[config.mk]
export PLATFORM = sky130hd
export DESIGN_NAME = uart_tx_scheduler
export DESIGN_NICKNAME = d
export VERILOG_FILES = /design/src/rtl/uart_pkg.sv /design/src/rtl/uart_tx_fifo.sv /design/src/rtl/uart_tx_scheduler.sv
export SDC_FILE = /design/constraint.sdc
export NUM_CORES = 1
export LEC_CHECK = 0
export ABC_AREA = 1
export BUFFER_PORTS_ARGS = -buffer_cell sky130_fd_sc_hd__buf_4
export CAP_MARGIN = 20
export CORE_ASPECT_RATIO = 0.9
export CORE_UTILIZATION = 45
export CTS_CLUSTER_DIAMETER = 150
export DETAILED_ROUTE_END_ITERATION = 6
export GPL_ROUTABILITY_DRIVEN = 0
export PLACE_DENSITY = 0.65
export SLEW_MARGIN = 10
export SYNTH_ARGS = -nofsm -noshare
export SYNTH_HDL_FRONTEND = slang
export SYNTH_SLANG_ARGS = --single-unit
[constraint.sdc]
create_clock -name i_clk -period 3.12 [get_ports i_clk]
set_input_delay 0.78 -clock i_clk [delete_from_list [all_inputs] [get_ports i_clk]]
set_output_delay 0.78 -clock i_clk [all_outputs]
set_load 0.01 [all_outputs]
[src/rtl/uart_pkg.sv]
// Shared UART types and constants: TX scheduler FSM states and CR/LF bytes.
// UART_TX_CRLF_EN adds the SEND_CR state used for LF -> CR,LF expansion.
package uart_pkg;

  localparam logic [7:0] CR_BYTE = 8'h0D;
  localparam logic [7:0] LF_BYTE = 8'h0A;

`ifdef UART_TX_CRLF_EN
  typedef enum logic [1:0] {
    ST_IDLE    = 2'd0,
    ST_SEND    = 2'd1,
    ST_SEND_CR = 2'd2
  } tx_state_e;
`else
  typedef enum logic [1:0] {
    ST_IDLE = 2'd0,
    ST_SEND = 2'd1
  } tx_state_e;
`endif

endpackage

[src/rtl/uart_tx_fifo.sv]
// Byte FIFO for the TX scheduler: wrapping pointers with an extra lap bit,
// full/empty/count flags, and a synchronous flush that beats push and pop.
module uart_tx_fifo #(
  parameter int unsigned DWIDTH = 8,
  parameter int unsigned DEPTH  = 16,
  localparam int unsigned AW    = $clog2(DEPTH)
) (
  input  logic              i_clk,
  input  logic              i_rst_n,
  input  logic              i_push,
  input  logic [DWIDTH-1:0] i_data,
  input  logic              i_pop,
  input  logic              i_flush,
  output logic [DWIDTH-1:0] o_head,
  output logic              o_full,
  output logic              o_empty,
  output logic [AW:0]       o_count
);

  logic [AW:0]       wr_ptr_q, wr_ptr_d;
  logic [AW:0]       rd_ptr_q, rd_ptr_d;
  logic [DWIDTH-1:0] mem_q [DEPTH];
  logic              push_en;
  logic              pop_en;

  assign o_empty = (wr_ptr_q == rd_ptr_q);
  assign o_full  = (wr_ptr_q[AW] != rd_ptr_q[AW]) &&
                   (wr_ptr_q[AW-1:0] == rd_ptr_q[AW-1:0]);
  assign o_count = wr_ptr_q - rd_ptr_q;
  assign o_head  = mem_q[rd_ptr_q[AW-1:0]];

  always_comb begin
    push_en  = i_push && !o_full && !i_flush;
    pop_en   = i_pop && !o_empty && !i_flush;
    wr_ptr_d = wr_ptr_q;
    rd_ptr_d = rd_ptr_q;
    if (i_flush) begin
      wr_ptr_d = '0;
      rd_ptr_d = '0;
    end else begin
      if (push_en) wr_ptr_d = wr_ptr_q + (AW+1)'(1);
      if (pop_en)  rd_ptr_d = rd_ptr_q + (AW+1)'(1);
    end
  end

  always_ff @(posedge i_clk or negedge i_rst_n) begin
    if (!i_rst_n) begin
      wr_ptr_q <= '0;
      rd_ptr_q <= '0;
    end else begin
      wr_ptr_q <= wr_ptr_d;
      rd_ptr_q <= rd_ptr_d;
    end
  end

  // Storage is not reset; only entries between the pointers are ever read.
  always_ff @(posedge i_clk) begin
    if (push_en) mem_q[wr_ptr_q[AW-1:0]] <= i_data;
  end

endmodule

[src/rtl/uart_tx_scheduler.sv]
// Buffers core bytes and hands them to uart_ssh with a valid/ready handshake.
// Define UART_TX_CRLF_EN to expand each LF into CR,LF on the UART side.
module uart_tx_scheduler
  import uart_pkg::*;
#(
  parameter int unsigned DWIDTH     = 8,
  parameter int unsigned FIFO_DEPTH = 16
) (
  input  logic                        i_clk,
  input  logic                        i_rst_n,
  input  logic [DWIDTH-1:0]           i_core_data,
  input  logic                        i_core_valid,
  output logic                        o_core_ready,
  output logic [DWIDTH-1:0]           o_uart_data,
  output logic                        o_uart_valid,
  input  logic                        i_uart_ready,
  input  logic                        i_flush,
  output logic [$clog2(FIFO_DEPTH):0] o_count,
  output logic                        o_busy
);

  tx_state_e         state_q, state_d;
  logic [DWIDTH-1:0] data_q, data_d;
  logic              valid_q, valid_d;
  logic              pop;
  logic              handshake;
  logic [DWIDTH-1:0] fifo_head;
  logic              fifo_full;
  logic              fifo_empty;

  uart_tx_fifo #(
    .DWIDTH (DWIDTH),
    .DEPTH  (FIFO_DEPTH)
  ) u_fifo (
    .i_clk   (i_clk),
    .i_rst_n (i_rst_n),
    .i_push  (i_core_valid),
    .i_data  (i_core_data),
    .i_pop   (pop),
    .i_flush (i_flush),
    .o_head  (fifo_head),
    .o_full  (fifo_full),
    .o_empty (fifo_empty),
    .o_count (o_count)
  );

  assign handshake    = valid_q && i_uart_ready;
  assign o_core_ready = !fifo_full;
  assign o_uart_data  = data_q;
  assign o_uart_valid = valid_q;
  assign o_busy       = valid_q || (o_count != '0);

  always_comb begin
    state_d = state_q;
    data_d  = data_q;
    valid_d = valid_q;
    pop     = 1'b0;
    case (state_q)
      ST_IDLE, ST_SEND: begin
        // IDLE loads whenever data is waiting; SEND only after the current byte is taken.
        if (state_q == ST_IDLE || handshake) begin
          if (!fifo_empty && !i_flush) begin
            pop     = 1'b1;
            valid_d = 1'b1;
            data_d  = fifo_head;
            state_d = ST_SEND;
`ifdef UART_TX_CRLF_EN
            if (fifo_head == DWIDTH'(LF_BYTE)) begin
              data_d  = DWIDTH'(CR_BYTE);
              state_d = ST_SEND_CR;
            end
`endif
          end else begin
            valid_d = 1'b0;
            state_d = ST_IDLE;
          end
        end
      end
`ifdef UART_TX_CRLF_EN
      ST_SEND_CR: begin
        if (handshake) begin
          data_d  = DWIDTH'(LF_BYTE);
          state_d = ST_SEND;
        end
      end
`endif
      default: begin
        valid_d = 1'b0;
        state_d = ST_IDLE;
      end
    endcase
  end

  always_ff @(posedge i_clk or negedge i_rst_n) begin
    if (!i_rst_n) begin
      state_q <= ST_IDLE;
      data_q  <= '0;
      valid_q <= 1'b0;
    end else begin
      state_q <= state_d;
      data_q  <= data_d;
      valid_q <= valid_d;
    end
  end

endmodule

Yosys cells after proc, flatten, opt, wreduce, memory -nomap -nowiden
Memory sizes are Yosys's and may differ from the RTL's. A register that Yosys moved wholly into a read port is not among the register bits.
Cells that the tools add are included.
Widths: inputs -> output; s select.

word-level totals
  bits in registers = 13
  memory bits (writable) = 128
  output and inout port bits = 16
  word-level logic and storage cells = 46
  memories kept = 1

memories
  memory        words  bits a word  read ports  clocked after Yosys merged registers in  wr ports  RTL line            text
  u_fifo.mem_q  16     8            1           1                                        1         uart_tx_fifo.sv:22  logic [DWIDTH-1:0] mem_q [DEPTH];

operators by class
  add/subtract/negate cells = 3
  eq/ne operators = 5
  mux-type cells = 14
  reduce and logical (&&, ||, !) cells = 19

operator list
  operator             count
  $mux 5               4
  $add 5x1->5 const B  2
  $mux 1               8
  $logic_and 1x1->1    7
  $eq 5x5->1           1
  $reduce_bool 5->1    1
  $sub 5x5->5          1
  $eq 4x4->1           1
  $logic_not 1->1      4
  $mux 2               2
  $reduce_bool 2->1    2
  $reduce_and 3->1     1
  $eq 2x1->1 const B   1
  $logic_not 2->1      1
  $logic_or 1x1->1     2
  $ne 2x2->1 const B   1
  $reduce_or 2->1      1
  $ne 1x1->1           1

Depth between registers and ports, before layout
  word-level depth = 10
  mapped depth = 12

Hierarchy
A second synthesis with hierarchy kept.

second synthesis, totals
  cells, all modules = 699
  area, all modules = 6869.1 um^2

by module, submodules not included
  module             instances  cells each  area an instance (um^2)  seq. area each (um^2)
  uart_tx_fifo       1          655         6483.7                   4093.9
  uart_tx_scheduler  1          44          385.4                    225.2

Least setup slack after synthesis
Ideal clock, no wire load.

  kind = flip-flop to flip-flop
  start point = register u_fifo.rd_ptr_q[3]
  end point = memory u_fifo.mem_q[4][0], enable pin
  setup time = 383 ps
  arrival = 2235 ps
  data required time = 2737 ps
  slack = 501 ps
  cell stages (with the launch flop) = 12
  path through = dfrtp_1 inv_1 clkbuf_1 ha_1 nand2_1 nor2_2 nand2_2 nand2_4 inv_4 nand2_8 buf_6 nor3_1

on the way
  word-level cells in the longest chain between the ends = 7

RTL lines
  element                         RTL line                 text
  from (decl)                     uart_tx_fifo.sv:21       logic [AW:0] rd_ptr_q, rd_ptr_d;
  from (signal assigned)          uart_tx_fifo.sv:52       rd_ptr_q <= rd_ptr_d;
  $eq 4x4->1                      uart_tx_fifo.sv:28       (wr_ptr_q[AW-1:0] == rd_ptr_q[AW-1:0]);
  $logic_and 1x1->1               uart_tx_fifo.sv:27       assign o_full = (wr_ptr_q[AW] != rd_ptr_q[AW]) &&
  $logic_not 1->1                 -
  net o_core_ready                uart_tx_scheduler.sv:13  output logic o_core_ready,
  $logic_and 1x1->1 (2 in a row)  uart_tx_fifo.sv:33       push_en = i_push && !o_full && !i_flush;
  $mux 1                          uart_tx_fifo.sv:58       if (push_en) mem_q[wr_ptr_q[AW-1:0]] <= i_data;
  $mux 1 (implied by the code)    uart_tx_fifo.sv:58
  to (decl)                       uart_tx_fifo.sv:22

The timed path passes the listed nets, and every way through them passes these cells.

Final worst setup path
  start point = register u_fifo.wr_ptr_q[0]
  end point = output port o_busy

on the way
  word-level cells in the longest chain between the ends = 3

RTL lines
  element                 RTL line                 text
  from (decl)             uart_tx_fifo.sv:20       logic [AW:0] wr_ptr_q, wr_ptr_d;
  from (signal assigned)  uart_tx_fifo.sv:51       wr_ptr_q <= wr_ptr_d;
  $sub 5x5->5             uart_tx_fifo.sv:29       assign o_count = wr_ptr_q - rd_ptr_q;
  $reduce_bool 5->1       uart_tx_scheduler.sv:51  assign o_busy = valid_q || (o_count != '0);
  $logic_or 1x1->1        uart_tx_scheduler.sv:51
  to (decl)               uart_tx_scheduler.sv:19  output logic o_busy

No other way between the ends.

==> report_table.html <==
<table>
<tr><th>Metric</th><th>Value</th></tr>
<tr><th colspan="2">Floorplanning</th></tr>
<tr><td>Boundary Pins</td><td>29</td></tr>
<tr><td>Die Y</td><td>117 um</td></tr>
<tr><td>DIE AREA</td><td>around 15000 sq um</td></tr>
<tr><td>Floorplan core area</td><td>14200 sq um</td></tr>
<tr><td>Overall die width</td><td>between 100 and 150 um</td></tr>
<tr><td>FP Rows</td><td>slightly above 40</td></tr>
<tr><td>Starting utilization of the core area</td><td>0.467</td></tr>
<tr><th colspan="2">STA</th></tr>
<tr><td>Count of final hold-check violations</td><td>0</td></tr>
<tr><td>Final Max Tran Viols</td><td>0</td></tr>
<tr><td>Slack of the critical path</td><td>about 0.12 ns</td></tr>
<tr><td>Ratio of final minimum period to clock period</td><td>0.961</td></tr>
<tr><td>Setup violations, final</td><td>0</td></tr>
<tr><td>Clock skew after layout</td><td>0.00713 ns</td></tr>
<tr><td>Max-slew headroom</td><td>0.461</td></tr>
<tr><td>Final worst path period need</td><td>between 2 and 3 ns</td></tr>
<tr><td>Maximum frequency from static timing analysis</td><td>roughly 0.33 GHz</td></tr>
<tr><td>Worst-Margin Slew</td><td>between 0.8 and 0.9 ns</td></tr>
<tr><th colspan="2">Yosys</th></tr>
<tr><td>Largest cells by area after synthesis</td><td>sky130_fd_sc_hd__edfxtp_1 58%, sky130_fd_sc_hd__nand2_1 13%, sky130_fd_sc_hd__dfrtp_1 7.2%</td></tr>
<tr><td>Syn_area_per_cell</td><td>around 10 sq um</td></tr>
<tr><td>Post-synthesis sequential element count</td><td>around 150</td></tr>
<tr><td>Total of warnings raised by yosys</td><td>0</td></tr>
<tr><td>Number of different library cells in the post-synthesis netlist</td><td>28</td></tr>
<tr><td>Post-synth EDFFs</td><td>approximately 130</td></tr>
<tr><td>Total nets after synthesis</td><td>670</td></tr>
<tr><td>Part of the Yosys area used for sequential elements</td><td>0.651</td></tr>
<tr><td>Primary FF master, synth</td><td>sky130_fd_sc_hd__edfxtp_1</td></tr>
<tr><td>Cell type contributing the most total cell area after synthesis</td><td>sky130_fd_sc_hd__edfxtp_1</td></tr>
<tr><td>Commonest cells in the netlist</td><td>229 x sky130_fd_sc_hd__nand2_1, 128 x sky130_fd_sc_hd__edfxtp_1, 83 x sky130_fd_sc_hd__nand3_1</td></tr>
<tr><td>Share of synthesized registers carrying an async set or reset</td><td>0.129</td></tr>
<tr><td>Post-synthesis instance area</td><td>between 6000 and 7000 sq um</td></tr>
<tr><td>Top-count cell post-synth</td><td>sky130_fd_sc_hd__nand2_1</td></tr>
<tr><td>Area share of the largest cell type after synthesis</td><td>0.579</td></tr>
<tr><td>Number of standard cells after synthesis</td><td>647</td></tr>
<tr><th colspan="2">Layout</th></tr>
<tr><td>Register Area</td><td>approximately 4300 sq um</td></tr>
<tr><td>Number of inserted diodes</td><td>0</td></tr>
<tr><td>Count of fill cells added during filler insertion</td><td>1227</td></tr>
<tr><td>Growth of design area from synthesis to finish</td><td>15.5%</td></tr>
<tr><td>Final cell count without fillers</td><td>roughly 900</td></tr>
<tr><td>Finished Core Util</td><td>0.539</td></tr>
<tr><td>Number of nets in the layout</td><td>713</td></tr>
<tr><td>Footprint of the multi-input gates</td><td>1840 sq um</td></tr>
<tr><td>Fraction of layout cells with a size suffix above 1</td><td>0.158</td></tr>
<tr><th colspan="2">Global routing</th></tr>
<tr><td>Largest net degree at the start of global routing</td><td>between 60 and 70</td></tr>
<tr><td>Global-route wire length before repair</td><td>about 23000 um</td></tr>
<tr><td>Initial antenna violation count</td><td>0</td></tr>
<tr><td>Fraction of met3 tracks used by global routing</td><td>0.0418</td></tr>
<tr><td>GR met2 Demand/Resource</td><td>0.347</td></tr>
<tr><td>Grt ovf</td><td>0</td></tr>
<tr><td>Number of global-route vias before repair</td><td>roughly 4200</td></tr>
<tr><td>Grt peak-use layer</td><td>met2</td></tr>
<tr><td>Met1 Use GR</td><td>0.265</td></tr>
<tr><td>Global Route Usage Sum</td><td>0.208</td></tr>
<tr><th colspan="2">Place</th></tr>
<tr><td>Setup slack after placement</td><td>0.471 ns</td></tr>
<tr><td>DPL Wire Length</td><td>8750 um</td></tr>
<tr><td>Placed Instances</td><td>roughly 860</td></tr>
<tr><td>Buffers added on ports</td><td>28</td></tr>
<tr><th colspan="2">Route</th></tr>
<tr><td>Total wirelength of the detailed-routed design</td><td>between 10000 and 15000 um</td></tr>
<tr><td>Antenna violation net count after detailed routing</td><td>0</td></tr>
<tr><td>Iteration-0 DRC count of the detailed router</td><td>about 390</td></tr>
<tr><td>Total vias in the final route</td><td>around 4400</td></tr>
<tr><td>Detail-routed via count per cell</td><td>4.93</td></tr>
<tr><td>Residual DRC</td><td>0</td></tr>
<tr><td>First drt pass iteration count</td><td>4</td></tr>
<tr><td>Average wire per cell in the routed design</td><td>15.8 um</td></tr>
<tr><th colspan="2">Clocking</th></tr>
<tr><td>H-tree lvl count</td><td>4</td></tr>
<tr><td>Clock root buffer</td><td>sky130_fd_sc_hd__clkbuf_16</td></tr>
<tr><td>Clock buffers created by TritonCTS</td><td>17</td></tr>
<tr><td>Number of clock sinks seen by CTS</td><td>between 100 and 150</td></tr>
<tr><td>Deepest clock path buffer count</td><td>2</td></tr>
<tr><td>Clock input transition at the sequential cells of the worst setup and hold paths</td><td>around 0.060 ns</td></tr>
<tr><td>Number of setup buffers added after CTS</td><td>0</td></tr>
<tr><td>CTS tree</td><td>done</td></tr>
<tr><td>Skew-Pair Late Insertion Delay</td><td>approximately 0.43 ns</td></tr>
<tr><th colspan="2">Power and ir drop</th></tr>
<tr><td>Peak VDD IR</td><td>between 0.0004 and 0.0005 V</td></tr>
<tr><td>Total power</td><td>just under 6000 uW</td></tr>
<tr><td>Total power per unit cell area</td><td>between 700 and 800 nW/um^2</td></tr>
<tr><td>Static power due to leakage</td><td>~0.0033 uW</td></tr>
<tr><th colspan="2">Setup path</th></tr>
<tr><td>Critical path data required time</td><td>2.34 ns</td></tr>
<tr><td>Setup Crit Path Kind</td><td>reg -&gt; out</td></tr>
<tr><td>Worst-path maximum fanout</td><td>5</td></tr>
<tr><td>Crit start category</td><td>register</td></tr>
<tr><td>WP data arrival</td><td>~2.2 ns</td></tr>
<tr><td>Crit path capture type</td><td>output port</td></tr>
<tr><th colspan="2">Run</th></tr>
<tr><td>Max-Cap Viols</td><td>0</td></tr>
<tr><th colspan="2">Outcome</th></tr>
<tr><td>Run status</td><td>finished clean</td></tr>
<tr><th colspan="2">Min path</th></tr>
<tr><td>Min-Delay Path Class</td><td>in -&gt; async</td></tr>
</table>
per-layer routing:
layer  routed length [um]  share of wire  vias up
met4                  272          0.019        0
met3                  713          0.050       16
li1                     -              -     2204
met1                 6150           0.43     2097
met2                 7040           0.50      102
met5                    0              0        -
state kept, by name, summed over array words and instances, names as in the netlist:
register and count:
u_fifo.mem_q 128, u_fifo.rd_ptr_q 5, o_uart_data 8, u_fifo.wr_ptr_q 5
o_uart_valid 1
what timing repair did:
action	in CTS	in global routing
endpoints found under the setup margin	0	2
hold buffers	0	0
gates resized for setup	0	3
final cells by class:
cell class / count / share of cell area
clock buffer: 19 / 0.0565
clock inverter: 13 / 0.0145
inverter: 85 / 0.0420
multi-input combinational: 388 / 0.240
sequential: 147 / 0.564
tap: 193 / 0.0315
timing repair buffer: 51 / 0.0516
power breakdown:
group | internal, uW | leakage (uW) | switching (uW)
registers | 2230 | 0.00139 | 66.2
logic | 595 | 0.00165 | 1060
clock network | 1090 | 0.000252 | 777
final timing paths:
path / startpoint / end / slack [ns] / depth (start not counted)
worst max-delay path: u_fifo.wr_ptr_q[0] / o_busy / 0.12 / 8
worst min-delay path: i_rst_n / u_fifo.wr_ptr_q[4] / 0.23 / 1
worst max register to register: u_fifo.rd_ptr_q[0] / o_uart_data[7] / 0.84 / 9
worst min register to register: o_uart_valid / o_uart_valid / 0.56 / 2
max in group asynchronous: i_rst_n / u_fifo.rd_ptr_q[0] / 2.66 / 1
min in group i_clk: i_flush / u_fifo.wr_ptr_q[4] / 0.56 / 2
through the flow:
stage	instance area, sq um	hold slack, ns	setup TNS [ns]
CTS	7650	0.217	0
finish	7660	0.226	0
floorplan	6640	0.484	0
global placement	7110	0.540	0
detailed placement	7110	0.558	0
global route	7660	0.230	-0.00140
critical path: stages, from the launching register on:
cell and delay [ns]:
sky130_fd_sc_hd__dfrtp_1 0.42, sky130_fd_sc_hd__inv_2 0.11, sky130_fd_sc_hd__ha_1 0.14, sky130_fd_sc_hd__inv_1 0.07, sky130_fd_sc_hd__fa_2 0.42, sky130_fd_sc_hd__xor2_1 0.18
sky130_fd_sc_hd__nor4_1 0.18, sky130_fd_sc_hd__nand3_1 0.10, sky130_fd_sc_hd__buf_4 0.15
layout by cell type, fill, tap and decap left out, drive strengths merged:
cell type  instances
dfrtp             19
clkinvlp           4
nor4               1
xnor2              3
buf               51
xor2               6
ha                 9
bufinv             1
clkinv             6
nor2              15
fa                 1
clkbuf            19
nand3             84
nand2            233
o21ai              8
o31ai              1
edfxtp           128
inv               87
nor3              17
a21oi             10
kinds of logic after synthesis:
family | share of synthesized area
xor+xnor | 0.0119
flops | 0.651
fa+ha+maj | 0.0200
compound gates | 0.0192
simple gates | 0.224
buf+inv | 0.0735
Note: power is estimated with default switching activity, not from simulation.
